==> src/rtl/fft_pkg.sv <==
// Shared constants and FSM encoding for the 512-point radix-2 FFT twiddle sequencer.
package fft_pkg;

  localparam int unsigned LOG2N      = 9;
  localparam int unsigned N          = 1 << LOG2N;
  localparam int unsigned DATA_W     = 48;
  localparam int unsigned PART_WIDTH = DATA_W / 2;

  // Q1.23 representation of +1.0 (saturated).
  localparam logic [PART_WIDTH-1:0] Q_ONE = 24'h7FFFFF;

  typedef enum logic [1:0] {
    StIdle,
    StFill,
    StRun,
    StDrain
  } state_e;

endpackage

==> src/rtl/fft_bf_index_gen.sv <==
// Combinational radix-2 DIT butterfly index generator: (stage, butterfly) -> (top, bot, k).
module fft_bf_index_gen #(
  parameter int unsigned ADDR_WIDTH  = 9,
  parameter int unsigned STAGE_WIDTH = 4
) (
  input  logic [STAGE_WIDTH-1:0] stage_i,
  input  logic [ADDR_WIDTH-2:0]  bfly_i,
  output logic [ADDR_WIDTH-1:0]  top_o,
  output logic [ADDR_WIDTH-1:0]  bot_o,
  output logic [ADDR_WIDTH-1:0]  k_o
);

  logic [ADDR_WIDTH-1:0] half;
  logic [ADDR_WIDTH-1:0] b_ext;
  logic [ADDR_WIDTH-1:0] j;
  logic [ADDR_WIDTH-1:0] grp;

  always_comb begin
    b_ext = {1'b0, bfly_i};
    half  = ADDR_WIDTH'(1) << stage_i;
    j     = b_ext & (half - 1'b1);
    grp   = b_ext >> stage_i;
    top_o = (grp << (stage_i + 1'b1)) | j;
    bot_o = top_o + half;
    // j < 2^stage, so k stays below N/2 and the MSB is always clear.
    k_o   = j << (STAGE_WIDTH'(ADDR_WIDTH - 1) - stage_i);
  end

endmodule

==> src/rtl/fft_twiddle_sequencer.sv <==
// Walks all stages/butterflies of a radix-2 DIT FFT, fetching twiddles from a 1-cycle ROM
// and presenting each butterfly over valid/ready with a drain barrier between stages.
module fft_twiddle_sequencer
  import fft_pkg::*;
#(
  parameter int unsigned ADDR_WIDTH  = LOG2N,
  parameter int unsigned DATA_WIDTH  = 2 * PART_WIDTH,
  parameter int unsigned STAGE_WIDTH = 4
) (
  input  logic                   clk,
  input  logic                   rst_n,
  input  logic                   start,
  output logic                   busy,
  output logic                   done,
  output logic [ADDR_WIDTH-1:0]  tw_addr,
  input  logic [DATA_WIDTH-1:0]  tw_data,
  output logic                   bf_valid,
  input  logic                   bf_ready,
  output logic [ADDR_WIDTH-1:0]  bf_top,
  output logic [ADDR_WIDTH-1:0]  bf_bot,
  output logic [STAGE_WIDTH-1:0] bf_stage,
  output logic [DATA_WIDTH-1:0]  bf_twiddle,
  output logic                   bf_last,
  input  logic                   pipe_idle
);

  localparam int unsigned BfWidth = ADDR_WIDTH - 1;
  localparam logic [BfWidth-1:0] BfLast = '1;
  localparam logic [STAGE_WIDTH-1:0] StageLast = STAGE_WIDTH'(ADDR_WIDTH - 1);

  state_e                 state_q, state_d;
  logic [STAGE_WIDTH-1:0] stage_q, stage_d;
  logic [BfWidth-1:0]     bfly_q, bfly_d;
  logic [ADDR_WIDTH-1:0]  top_q, top_d, bot_q, bot_d, addr_q, addr_d;
  logic                   valid_q, valid_d, busy_q, busy_d, done_q, done_d, last_q, last_d;
  logic                   load;
  logic [ADDR_WIDTH-1:0]  idx_top, idx_bot, idx_k;

  fft_bf_index_gen #(
    .ADDR_WIDTH  (ADDR_WIDTH),
    .STAGE_WIDTH (STAGE_WIDTH)
  ) u_index_gen (
    .stage_i (stage_d),
    .bfly_i  (bfly_d),
    .top_o   (idx_top),
    .bot_o   (idx_bot),
    .k_o     (idx_k)
  );

  always_comb begin
    state_d = state_q;
    stage_d = stage_q;
    bfly_d  = bfly_q;
    valid_d = valid_q;
    busy_d  = busy_q;
    done_d  = 1'b0;
    last_d  = last_q;
    load    = 1'b0;
    unique case (state_q)
      StIdle: begin
        // A start coinciding with the done pulse belongs to the finished pass: drop it.
        if (start && !done_q) begin
          stage_d = '0;
          bfly_d  = '0;
          load    = 1'b1;
          busy_d  = 1'b1;
          state_d = StFill;
        end
      end
      StFill: begin
        valid_d = 1'b1;
        state_d = StRun;
      end
      StRun: begin
        if (valid_q && bf_ready) begin
          if (bfly_q != BfLast) begin
            bfly_d = bfly_q + 1'b1;
            load   = 1'b1;
          end else begin
            valid_d = 1'b0;
            last_d  = 1'b0;
            state_d = StDrain;
          end
        end
      end
      StDrain: begin
        if (pipe_idle) begin
          if (stage_q != StageLast) begin
            stage_d = stage_q + 1'b1;
            bfly_d  = '0;
            load    = 1'b1;
            state_d = StFill;
          end else begin
            done_d  = 1'b1;
            busy_d  = 1'b0;
            state_d = StIdle;
          end
        end
      end
      default: state_d = StIdle;
    endcase
    if (load) begin
      last_d = (bfly_d == BfLast);
    end
    top_d  = load ? idx_top : top_q;
    bot_d  = load ? idx_bot : bot_q;
    addr_d = load ? idx_k : addr_q;
  end

  always_ff @(posedge clk or negedge rst_n) begin
    if (!rst_n) begin
      state_q <= StIdle;
      stage_q <= '0;
      bfly_q  <= '0;
      top_q   <= '0;
      bot_q   <= '0;
      addr_q  <= '0;
      valid_q <= 1'b0;
      busy_q  <= 1'b0;
      done_q  <= 1'b0;
      last_q  <= 1'b0;
    end else begin
      state_q <= state_d;
      stage_q <= stage_d;
      bfly_q  <= bfly_d;
      top_q   <= top_d;
      bot_q   <= bot_d;
      addr_q  <= addr_d;
      valid_q <= valid_d;
      busy_q  <= busy_d;
      done_q  <= done_d;
      last_q  <= last_d;
    end
  end

  // The ROM is fed the next-state address so its registered output lines up with the
  // descriptor after each edge; while stalled this is the held address.
  assign tw_addr    = addr_d;
  assign busy       = busy_q;
  assign done       = done_q;
  assign bf_valid   = valid_q;
  assign bf_top     = top_q;
  assign bf_bot     = bot_q;
  assign bf_stage   = stage_q;
  assign bf_last    = last_q;
  assign bf_twiddle = tw_data;

endmodule

==> config.mk <==
export PLATFORM = sky130hd
export DESIGN_NAME = fft_twiddle_sequencer
export DESIGN_NICKNAME = d
export VERILOG_FILES = /design/src/rtl/fft_pkg.sv /design/src/rtl/fft_bf_index_gen.sv /design/src/rtl/fft_twiddle_sequencer.sv
export SDC_FILE = /design/constraint.sdc
export NUM_CORES = 1
export LEC_CHECK = 0
export CORE_MARGIN = 2
export CORE_UTILIZATION = 45
export CTS_CLUSTER_SIZE = 14
export DETAILED_ROUTE_END_ITERATION = 10
export PLACE_DENSITY = 0.78
export SYNTH_ARGS = -nofsm -noshare
export SYNTH_HDL_FRONTEND = slang
export SYNTH_SLANG_ARGS = --single-unit
==> constraint.sdc <==
create_clock -name clk -period 8.95 [get_ports clk]
set_clock_uncertainty 0.2 [all_clocks]
set_input_delay 1.79 -clock clk [delete_from_list [all_inputs] [get_ports clk]]
set_output_delay 1.79 -clock clk [all_outputs]
set_load 0.02 [all_outputs]
* After elaboration in Yosys (flattened, before gate mapping)
Cells that the tools add are included.
** Operators by class
- Reduce and logical (&&, ||, !) cells :: 12
- Add/sub/neg operators :: 6
- Muxes and demuxes :: 35
- Shift operators :: 4
- Equality and inequality tests :: 12
- Bitwise gates (word level) :: 2
** Operators by type and width (number)
- $mux 8 :: 5
- $pmux 8 s3 :: 1
- $shl 9x4->9 :: 2
- $mux 1 :: 16
- $mux 4 :: 3
- $ne 2x2->1 const B :: 6
- $add 9x9->9 :: 1
- $and 8x9->9 :: 1
- $mux 9 :: 1
- $or 9x9->9 :: 1
- $shl 1x4->9 const A :: 1
- $shr 8x4->9 :: 1
- $sub 9x1->9 const B :: 1
- $add 4x1->4 const B :: 2
- $add 8x1->8 const B :: 1
- $eq 8x8->1 const B :: 1
- $mux 2 :: 4
- $ne 8x8->1 const B :: 1
- $pmux 2 s4 :: 1
- $pmux 4 s2 :: 1
- $reduce_and 4->1 :: 2
- $reduce_bool 2->1 :: 4
- $reduce_and 3->1 :: 2
- $eq 2x2->1 const B :: 2
- 8 further kinds :: 10
** Word-level totals
- Word-level logic and storage cells :: 81
- Flip-flop bits (word level) :: 45
- Bits of input ports :: 53
- Output and inout port bits :: 83

* Depth between registers and ports, before layout
- Depth after elaboration :: 9
- Depth in mapped cells :: 27
- Gate-level depth less buffers :: 24

* Hierarchy
Synthesis repeated with hierarchy kept, for this count alone.
** Unflattened totals
- Cells, all modules :: 489
- Area, all modules :: 4310.4 um^2
** Modules (own cells, without submodules)
- fft_twiddle_sequencer :: times used 1, sequential area each 1126.1 um^2, area each 2682.6 um^2, cells an instance 252
- fft_bf_index_gen :: times used 1, sequential area each 0.0 um^2, area each 1627.8 um^2, cells an instance 237

* Least setup slack after synthesis
Ideal clock, no wire load.
- Kind :: input port to output port
- Start point :: input port start
- End point :: output port tw_addr[8]
- Arrival time :: 4.987 ns
- Path slack :: 1.973 ns
- Path buffers :: 3
- Stages :: 17
- Data required time :: 6.960 ns
- Cell sequence :: nand2b_4 > a21o_1 > a221o_1 > buf_4 > inv_2 > buf_4 > buf_2 > ha_1 > ha_1 > nand2_1 > ha_1 > nand3b_1 > a311oi_1 > or3_1 > mux2i_1 > nand4_1 > a31oi_1
** Between the ends
- Longest elaborated chain between the ends :: 8
** RTL lines
- start: declaration :: RTL line fft_twiddle_sequencer.sv:12 : input logic start,
- $logic_and 1x1->1 * :: RTL line fft_twiddle_sequencer.sv:62 : if (start && !done_q) begin
- $mux 4 :: RTL line fft_twiddle_sequencer.sv:62
- $pmux 4 s2 :: RTL line fft_twiddle_sequencer.sv:59 : unique case (state_q)
- $shl 1x4->9 :: RTL line fft_bf_index_gen.sv:20 : half = ADDR_WIDTH'(1) << stage_i;
- $sub 9x1->9 :: RTL line fft_bf_index_gen.sv:21 : j = b_ext & (half - 1'b1);
- $and 8x9->9 :: RTL line fft_bf_index_gen.sv:21
- $shl 9x4->9 :: RTL line fft_bf_index_gen.sv:26 : k_o = j << (STAGE_WIDTH'(ADDR_WIDTH - 1) - stage_i);
- $mux 9 * :: RTL line fft_twiddle_sequencer.sv:107 : addr_d = load ? idx_k : addr_q;
- end: declaration :: RTL line fft_twiddle_sequencer.sv:15 : output logic [ADDR_WIDTH-1:0] tw_addr,
Mark *: on every way between the ends. The rest lies on a longest branch, timed or not.

* Final worst setup path
Same ends and word-level chain as after synthesis.

==> reports/results.txt <==
Total CTS buffers - 5
Mapped Cells - 519
Synthesized flop and latch total - 45
RSZ-0062 raised after global routing - false
Clock sinks - 45
DRT Pass-1 Iters - 6
Yosys top cell by area - dfrtp_1
Total of warnings raised by yosys - 0
Post-synth EDFFs - 0
Die area - 10100 sq um
Hold Path Depth - 2
Post-detailed-routing wire length - 11300 microns
Initial Util - 0.458
Reg2reg end - bf_bot[8]
Post-layout util - 0.484
CTS tree - built
Power density over cell area - 320 nW/um^2
Worst-path fanout max - 10
Root buf cell - clkbuf_8
Placed Area - 4320 sq um
Post-synthesis sequential area ratio - 0.269
Yosys top cell area share - 0.269
Min Clock Period, post-route - 8.00 ns
VDD IR max - 0.0946 mV
Measured slew at the worst slew-check pin - 1.06 ns
CP Class - in2out
Total core area - 9150 sq um
Final nets - 580
Largest net degree at the start of global routing - 46
Clock Pin Slew Worst Setup and Hold Paths - 0.09 ns
Reg2reg start - state_q[0]
Grt ovf - 0
Crit start category - primary input
Clock buffer depth - 2
Post-CTS sizing - 0
Setup tns final - 0 ns
Max-slew violation count - 0
Final HPWL DP - 8400 microns
# diodes - 0
Buffers on Ports - 39
Critical Path AT - 6.01 ns
Number of global-route vias before repair - 3633
Outcome - complete, no violations
Via density - 6.39
Synthesized cell area - 4190 sq um
Worst Hold Class - reg2reg
Total track usage - 0.227
Setup-failing EPs final - 0
Path depth of the worst reg2reg path - 24
Most frequent cell after synthesis - nand2_1
Final Instance Count excl. Fillers - 614
DIE HEIGHT - 101 microns
Hold-critical path endpoint - bf_top[1]
Required time worst endpoint - 6.96 ns
Fin. Hold Viols - 0
Layout cells sized above 1 - 0.0855
Total power - 1.42 mW
Placer Congestion - 0.975
Placed Instances - 606
Final worst path period share - 0.894
Post-synth ARST share - 1.00
Final Instance Area - 4430 sq um
Relative slew slack - 0.293
DRT iter0 DRCs - 519
Post-CTS Hold Buffers - 0
FF-to-FF setup slack - 2.90 ns
Row cnt - 35
Post-synth top cells - nand2_1 (63), buf_4 (51), dfrtp_1 (45), o21ai_0 (29), nor2_1 (27)
First-pass GRT wire length - 18500 microns
I/O pin total - 136
Max frequency - 0.125 GHz
Leak - 1.91 nW
Initial antenna violation count - 0
Max_cap viols - 0
Clk Latency, worst-skew pair - 0.31 ns
Syn avg cell area - 8.08 sq um
Ys flop type - dfrtp_1
Nature of the critical path endpoint - output pin
CTS H-tree depth - 2
Syn Nets - 597
# DRC - 0
Fillers - 845
Distinct cells, synth - 80
Post-CTS Setup Inserts - 0
Chip Width - 101 microns
Via Count - 3924
DR WL/cell - 18.4 microns
DRT antenna net count - 0
Leading post-synthesis cells by cell area - dfrtp_1 (27%), buf_4 (9.1%), ha_1 (7.2%)
Layout Area Growth over Synthesis - 5.67%
Worst hold start - bf_top[1]
==> report_power, final <==
| part | internal [mW] | switching, mW | total [mW] |
|---|---|---|---|
| clock network | 0.0840 | 0.0749 | 0.159 |
| logic | 0.359 | 0.598 | 0.957 |
| registers | 0.261 | 0.0394 | 0.301 |
==> worst max-delay path by stage <==
stage | startpoint | cells after the start | slack [ns] | end
2_1_floorplan | start | 17 | 1.97 | tw_addr[8]
3_3_place_gp | start | 17 | 1.12 | tw_addr[6]
3_5_place_dp | start | 17 | 1.04 | tw_addr[6]
4_1_cts | start | 17 | 1.02 | tw_addr[6]
5_1_grt | pipe_idle | 15 | 0.61 | tw_addr[3]
6_report | start | 17 | 0.95 | tw_addr[8]
==> registers in the layout, indices dropped and copies added, names as in the netlist, 2 cells and up <==
| register | flops |
|---|---|
| state_q | 2 |
| bf_bot | 9 |
| bfly_q | 8 |
| bf_top | 9 |
| bf_stage | 4 |
| addr_q | 9 |
==> critical path: stages <==
cell and delay [ns]:
clkdlybuf4s50_1 0.53, nand2b_4 0.10, a21o_1 0.24, a221o_1 0.40, inv_2 0.21, ha_1 0.22, ha_1 0.22, nand2_1 0.10
ha_1 0.27, inv_1 0.11, and4_1 0.16, o21ai_0 0.22, o21ba_2 0.33, nand2_1 0.10, o211ai_1 0.11, a31oi_1 0.24
clkdlybuf4s50_1 0.66
==> cell type report <==
type                       instances  area [sq um]  area share
timing repair buffer              48           453       0.102
clock buffer                       6          72.6      0.0164
multi-input combinational        375          2500       0.564
inverter                          27           101      0.0229
tap                              111           139      0.0313
sequential                        45          1130       0.254
clock inverter                     2          38.8     0.00875
==> cells in the final DEF, fill, tap and decap left out, drive strengths merged, types with 6 or more instances in the layout <==
cell and count:
nor3 14, a21o 7, nand2 64, nand3 24, and2 6, buf 10
o21ai 35, xnor2 8, a211oi 8, nor2 30, ha 24, a21oi 23
mux2i 8, a31oi 16, and3 8, dfrtp 45, clkbuf 6, clkdlybuf4s50 38
o211ai 8, inv 25
==> through the flow <==
stage               hold slack [ns]  setup slack [ns]
floorplan                     0.330              1.97
global placement              0.263              1.12
detailed placement            0.266              1.04
CTS                           0.289              1.02
global route                  0.324             0.607
finish                        0.285             0.950
==> logic make-up (layout without fill, tap and decap cells) <==
group	Yosys count	after routing	share of synthesized area
AND/OR/NAND/NOR	184	184	0.225
AO/OA/AOI/OAI	144	144	0.244
buffers and inverters	99	83	0.137
flip-flops	45	45	0.269
adder cells (fa/ha/maj)	25	25	0.0764
XOR/XNOR	12	12	0.0251
multiplexers	10	10	0.0245
==> routing by layer <==
layer  GRT usage  wire, microns
met1       0.311           4760
met4      0.0948            279
met2       0.355           5230
met5           0              0
met3      0.0368           1050
No activity file was read; power rests on OpenSTA's default activity.
